===== src/rtl/mux_scan_ctrl.sv =====
// Scan sequencer for a 4:1 mux: steps the select through channels 0..3,
// samples the mux output after a settle time and publishes a 4-bit word.
module mux_scan_ctrl #(
    parameter int SETTLE = 1
) (
    input  logic       clk,
    input  logic       rst_n,
    input  logic       start,
    input  logic       cont,
    input  logic       mux_y,
    output logic [1:0] sel,
    output logic [3:0] word,
    output logic       valid,
    output logic       changed,
    output logic       busy
);

    // state | meaning
    // IDLE  | waiting for start, sel parked on channel 0
    // SCAN  | stepping channels, settling then sampling each one
    typedef enum logic {
        IDLE = 1'b0,
        SCAN = 1'b1
    } state_t;

    localparam logic [3:0] SETTLE_C = SETTLE[3:0];

    state_t     state;
    logic [1:0] ch;
    logic [3:0] cnt;
    logic [2:0] shadow;
    logic [3:0] next_word;

    assign next_word = {mux_y, shadow};

    always_ff @(posedge clk or negedge rst_n) begin
        if (!rst_n) begin
            state   <= IDLE;
            ch      <= 2'd0;
            cnt     <= 4'd0;
            shadow  <= 3'd0;
            sel     <= 2'd0;
            word    <= 4'd0;
            valid   <= 1'b0;
            changed <= 1'b0;
            busy    <= 1'b0;
        end else begin
            valid   <= 1'b0;
            changed <= 1'b0;
            case (state)
                IDLE: begin
                    sel <= 2'd0;
                    if (start) begin
                        state <= SCAN;
                        ch    <= 2'd0;
                        cnt   <= 4'd0;
                        busy  <= 1'b1;
                    end
                end
                SCAN: begin
                    // cnt never passes SETTLE, so inequality doubles as "still settling"
                    if (cnt != SETTLE_C) begin
                        cnt <= cnt + 4'd1;
                    end else begin
                        cnt <= 4'd0;
                        ch  <= ch + 2'd1;
                        sel <= ch + 2'd1;
                        case (ch)
                            2'd0: shadow[0] <= mux_y;
                            2'd1: shadow[1] <= mux_y;
                            2'd2: shadow[2] <= mux_y;
                            default: begin
                                word    <= next_word;
                                valid   <= 1'b1;
                                changed <= (next_word != word);
                                if (!cont) begin
                                    state <= IDLE;
                                    busy  <= 1'b0;
                                end
                            end
                        endcase
                    end
                end
                default: state <= IDLE;
            endcase
        end
    end

endmodule


===== config.mk =====
export PLATFORM = sky130hd
export DESIGN_NAME = mux_scan_ctrl
export DESIGN_NICKNAME = d
export VERILOG_FILES = /design/src/rtl/mux_scan_ctrl.sv
export SDC_FILE = /design/constraint.sdc
export NUM_CORES = 1
export LEC_CHECK = 0
export BUFFER_PORTS_ARGS = -buffer_cell sky130_fd_sc_hd__buf_2
export CAP_MARGIN = 20
export CORE_ASPECT_RATIO = 0.7
export CORE_MARGIN = 2
export CORE_UTILIZATION = 52
export CTS_BUF_LIST = sky130_fd_sc_hd__clkbuf_8
export DETAILED_ROUTE_END_ITERATION = 7
export GPL_TIMING_DRIVEN = 0
export PLACE_DENSITY = 0.77
export SLEW_MARGIN = 25
export SYNTH_ARGS = -nofsm -noshare
export SYNTH_HDL_FRONTEND = slang
export SYNTH_SLANG_ARGS = --single-unit
export TNS_END_PERCENT = 20

===== constraint.sdc =====
create_clock -name clk -period 1.4 [get_ports clk]
set_clock_uncertainty 0.05 [all_clocks]
set_input_delay 0.14 -clock clk [delete_from_list [all_inputs] [get_ports clk]]
set_output_delay 0.14 -clock clk [all_outputs]
set_load 0.02 [all_outputs]

==> results.ini, run 1 <==
[routing]
drc_errors=0
dr.first_iter.drc_count=7
ant_nets=0
drt_wl_total_um=1760
routedWlPerCell_um=14.8
routed_via_density=5.24
drtPass1Iterations=4
vias=623

[setup_path]
crit_path_max_incr_delay_ns=0.39
worst_setup_path_end_kind=flip-flop
critPathArrivalTime_ns=1.67
critPathMaxFanout=6
critPathRequiredTime_ns=1.49
cp_cell_sequence=inv_2 -> ha_4 -> nor3b_4 -> and3_4 -> mux2_4
crit_buf_inv=1
reg2reg_slack_ns=-0.18
crit_type=reg -> reg
crit_slowest_cell=dfrtp_1
cp_top_family=simple AND/OR/NAND/NOR gates
worstSetupStartpointType=flip-flop

[clock_network]
cts.sinks=19
htree_levels=1
insertion_delay_ns=0.25
clk_pin_slew_ns=0.07
cts_buffer_depth=2
cts_tree=yes
numCtsBuffers=3
clock_tree.root_cell=clkbuf_8

[final_layout]
fin_cells=119
fin_util_pct=66.0
antenna_cells=0
fillers=135
nets=109
syn_to_final_growth_pct=22.7
drive_above_1_share_pct=43.3

[timing]
period_needed_ns=1.58
clock.fmax_ghz=0.635
worst_slew_pin_slew_ns=0.433
setup_viol=12
hold_viol_final=0
finalMaxSlewViolations=0
fin_crit_sh_pct=113
tns_ns=-1.52
rsz0062_at_grt=yes
max_slew_margin_pct=71.2
setup_ws_ns=-0.175

[outcome]
violations=setup timing
status=finished, violations left

[grt]
grt_pass1_vias=596
grt_use_total_pct=18.3
grt_max_degree=20
grt_overflow_total=0
antenna_found_initial=0
grt_pass1_wl_um=2850

[place]
hpwlAfterDp_um=1180
portBuffers=13
place_inst=110
place_congestion=0.685

[power]
p_leak_nw=0.570
p_per_area_nw_per_um2=2190
ir_drop_mv=1.24

[synth]
ys_types=29
synth-edff-count=0
synth.avg_cell_area_sq_um=13.0
synth_top_area_share_pct=48.9
seq_area_frac_synth_pct=48.9
ys_ff_latch=19
synthTopCellsByCount=dfrtp_1, mux2_2, ha_1, xor2_1
yosysMostFrequentCell=dfrtp_1
syn_area_sq_um=972
synth_area_leader_cell=dfrtp_1
synth_nets=86
ys.flop_type=dfrtp_1
synth_async_sr_flop_share_pct=100
syn_inst=75
synth_warnings=0
ys_top_cells_by_area=dfrtp_1, mux2_2, ha_1

[run]
cap_violations=0

[die]
coreArea_sq_um=1810
dieArea_sq_um=2240
io_pins=14
die_x_um=55.7
die_h_um=40.2
std_cell_rows=13
initial_core_util_pct=53.8

[worst_hold_path]
hp-class=in -> reg

layer usage:
layer  part of all wire (%)  vias to the layer above  GRT usage, %
met5                      0                        -             0
met4                    1.5                        0          7.32
met3                    4.3                        5          6.77
met2                     45                       10          29.8
met1                     49                      303          22.8
li1                       -                      305             -
timing repair:
item	4_1_cts	5_1_grt
buffers inserted	4	1
setup endpoints to repair	14	13
pin swaps	5	1
hold buffers	1	0
endpoints found under the hold margin	19	0
resized for setup	10	1
cells in the final DEF (no fill, tap or decap), types with 3 or more instances in the layout:
| cell type | n |
|---|---|
| dfrtp_1 | 18 |
| buf_2 | 13 |
| mux2_4 | 8 |
| ha_1 | 5 |
| buf_4 | 5 |
| clkbuf_8 | 4 |
| xor2_1 | 4 |
| inv_1 | 3 |
| nand3_2 | 3 |
final cells by class:
class | instances | area, sq um | share of cell area [%]
Timing Repair Buffer | 19 | 113 | 9.44
Sequential cell | 19 | 477 | 40.0
Clock buffer | 3 | 41.3 | 3.46
Multi-Input combinational cell | 49 | 490 | 41.1
Inverter | 3 | 11.3 | 0.944
Clock inverter | 1 | 3.75 | 0.315
Tap cell | 22 | 27.5 | 2.31
Buffer | 3 | 28.8 | 2.41
kinds of logic (layout without fill, tap and decap cells):
family                     count (synthesis)  in the layout  share of synthesized area, %
AOI/OAI and AO/OA                          8              8                          6.44
muxes                                     11             11                          13.8
buffers and inverters                      7             29                          5.28
adders and majority gates                  6              6                          7.72
xor gates and xnor gates                   6              6                          5.41
and+or+nand+nor                           18             18                          12.5
DFF                                       19             19                          48.9
worst paths after layout:
| path | from | to | cells past startpoint |
|---|---|---|---|
| hold / removal | start | cnt[1]$_DFFE_PN0P_ | 2 |
| setup reg to reg | cnt[1]$_DFFE_PN0P_ | word[1]$_DFFE_PN0P_ | 5 |
| setup / recovery | cnt[1]$_DFFE_PN0P_ | word[1]$_DFFE_PN0P_ | 5 |
| hold reg to reg | sel[1]$_DFFE_PN0P_ | sel[1]$_DFFE_PN0P_ | 2 |
| max in group asynchronous | rst_n | cnt[0]$_DFFE_PN0P_ | 2 |
| min in group asynchronous | rst_n | word[0]$_DFFE_PN0P_ | 2 |
report_power, final:
part	total, mW	switching (mW)	leakage, nW	internal (mW)
Sequential	1.02	0.229	0.229	0.791
Combinational	1.23	0.545	0.314	0.682
Clock	0.370	0.175	0.0269	0.195
Total	2.62	0.948	0.570	1.67
per-stage QoR:
stage	worst slack, ns	power (mW)	hold slack, ns	instance area, sq um
finish	-0.175	2.62	0.0843	1190
global route	-0.229	2.82	0.0845	1190
CTS	-0.195	2.61	0.0730	1190
global placement	-0.247	2.00	0.0497	1070
detailed placement	-0.285	2.06	0.0538	1070
floorplan	-0.158	1.79	-0.206	978
registers in the layout, indices dropped and copies added, names as in the netlist:
signal	count
busy	1
ch	2
changed	1
cnt	4
sel	2
shadow	3
state	1
valid	1
word	4
worst register-to-register path, cell delays in order (launching register included):
cell     delay [ns]
dfrtp_1        0.39
inv_2          0.08
ha_4           0.12
nor3b_4        0.23
and3_4         0.29
mux2_4         0.31
Power figures use the tool's default switching activity.
==> inputs of run 2 (changes only) <==
--- a/config.mk
+++ b/config.mk
@@ -14,6 +14,8 @@
 export DETAILED_ROUTE_END_ITERATION = 7
 export GPL_TIMING_DRIVEN = 0
 export PLACE_DENSITY = 0.77
+export REMOVE_ABC_BUFFERS = 1
+export SKIP_CTS_REPAIR_TIMING = 1
 export SLEW_MARGIN = 25
 export SYNTH_ARGS = -nofsm -noshare
 export SYNTH_HDL_FRONTEND = slang
==> run 2 against run 1 <==
Compared with the run above:
- the flow still finishes with violations (setup timing)
- sequential power about the same
- clock power barely moved
- non-clock buffer count fell by 5
- via count fell by 4.5%
- die area is the same
- utilization is 1.9 points lower
- flip-flop and latch count is the same
- total power is 2.5% lower
- critical path type unchanged
- largest power group unchanged
==> results.ini, run 2 (synthesis results as in run 1) <==
[outcome]
status=finished, violations left
violations=setup timing

[clock_network]
cts_buffer_depth=2
insertion_delay_ns=0.25
cts_tree=yes
numCtsBuffers=3
clk_pin_slew_ns=0.07
htree_levels=1
clock_tree.root_cell=clkbuf_8
cts.sinks=19

[die]
die_h_um=40.2
die_x_um=55.7
std_cell_rows=13
coreArea_sq_um=1810
io_pins=14
initial_core_util_pct=53.8
dieArea_sq_um=2240

[timing]
hold_viol_final=0
rsz0062_at_grt=yes
max_slew_margin_pct=71.1
fin_crit_sh_pct=119
clock.fmax_ghz=0.602
period_needed_ns=1.66
setup_viol=13
worst_slew_pin_slew_ns=0.433
setup_ws_ns=-0.262
finalMaxSlewViolations=0
tns_ns=-2.26

[final_layout]
syn_to_final_growth_pct=19.0
fin_cells=114
fin_util_pct=64.1
antenna_cells=0
drive_above_1_share_pct=42.4
nets=104
final_common_cell=dfrtp_1
largestRegisters=cnt x4, word x4, shadow x3
final_cell_mix=dfrtp_1, buf_2, mux2_4
fin_area_sq_um=1160

[place]
place_congestion=0.733
dp_slack_ns=-0.887
place_area_sq_um=1020
place_inst=106
hpwlAfterDp_um=1080
portBuffers=13

[power]
power.share.clock_pct=14.5
p_switching_uw=929
seq_power_share_pct=41.0
netSwitchingFraction_pct=36.4
ir_drop_mv=1.11
p_leak_nw=0.548
p_per_area_nw_per_um2=2200
internal_power_mw=1.62
p_comb_share_pct=44.5

[grt]
grt_overflow_total=0
antenna_found_initial=0
grt_pass1_vias=527
grt_pass1_wl_um=2540
grt_max_degree=20
grt_use_total_pct=16.0

[setup_path]
crit_slowest_cell=dfrtp_1
worstSetupStartpointType=flip-flop
crit_buf_inv=1
critPathArrivalTime_ns=1.75
critPathMaxFanout=6
crit_type=reg -> reg
critPathRequiredTime_ns=1.49
cp_top_family=simple AND/OR/NAND/NOR gates
crit_path_max_incr_delay_ns=0.42
cp_cell_sequence=inv_2 -> ha_4 -> nor3b_4 -> and3_4 -> mux2_4
worst_setup_path_end_kind=flip-flop

[routing]
drtPass1Iterations=3
drt_wl_total_um=1640
routed_via_density=5.22
drc_errors=0
dr.first_iter.drc_count=7
ant_nets=0
vias=595
routedWlPerCell_um=14.4

[worst_hold_path]
hp-class=in -> reg

[run]
cap_violations=0

## run 2: final timing paths
path | cells after the start | endpoint | slack, ns | from
max | 5 | word[1]$_DFFE_PN0P_ | -0.26 | cnt[1]$_DFFE_PN0P_
min | 2 | cnt[1]$_DFFE_PN0P_ | 0.11 | start
max reg2reg | 5 | word[1]$_DFFE_PN0P_ | -0.26 | cnt[1]$_DFFE_PN0P_
min reg2reg | 1 | busy$_DFFE_PN0P_ | 0.47 | busy$_DFFE_PN0P_
max in group asynchronous | 2 | state$_DFF_PN0_ | 0.67 | rst_n
min in group asynchronous | 2 | ch[1]$_DFFE_PN0P_ | 0.31 | rst_n
## run 2: metal layers
| metal | vias to the layer above | wire (um) | GRT usage [%] |
|---|---|---|---|
| li1 | 292 | - | - |
| met1 | 290 | 852 | 20.8 |
| met2 | 11 | 710 | 25.3 |
| met3 | 2 | 69 | 6.77 |
| met4 | 0 | 5 | 3.66 |
| met5 | - | 0 | 0 |
## run 2: power groups by stage
stage / clock (mW) / combinational [mW] / sequential (mW)
2_1_floorplan: 0 / 0.628 / 1.09
3_3_place_gp: 0 / 0.926 / 1.00
3_5_place_dp: 0 / 0.962 / 1.03
4_1_cts: 0.379 / 0.966 / 1.02
5_1_grt: 0.410 / 1.27 / 1.08
6_report: 0.369 / 1.14 / 1.05
## run 2: stage by stage
stage          power, mW  hold slack (ns)
2_1_floorplan       1.72           -0.206
3_3_place_gp        1.93           0.0512
3_5_place_dp        1.99           0.0536
4_1_cts             2.36           -0.225
5_1_grt             2.76            0.134
6_report            2.55            0.115
## run 2: area by class of cell
cell class | count | area [sq um]
Fill cell | 139 | 648
Multi-Input combinational cell | 49 | 490
Sequential cell | 19 | 478
Timing Repair Buffer | 17 | 105
Clock buffer | 3 | 41.3
Tap cell | 22 | 27.5
Inverter | 3 | 11.3
Clock inverter | 1 | 3.75
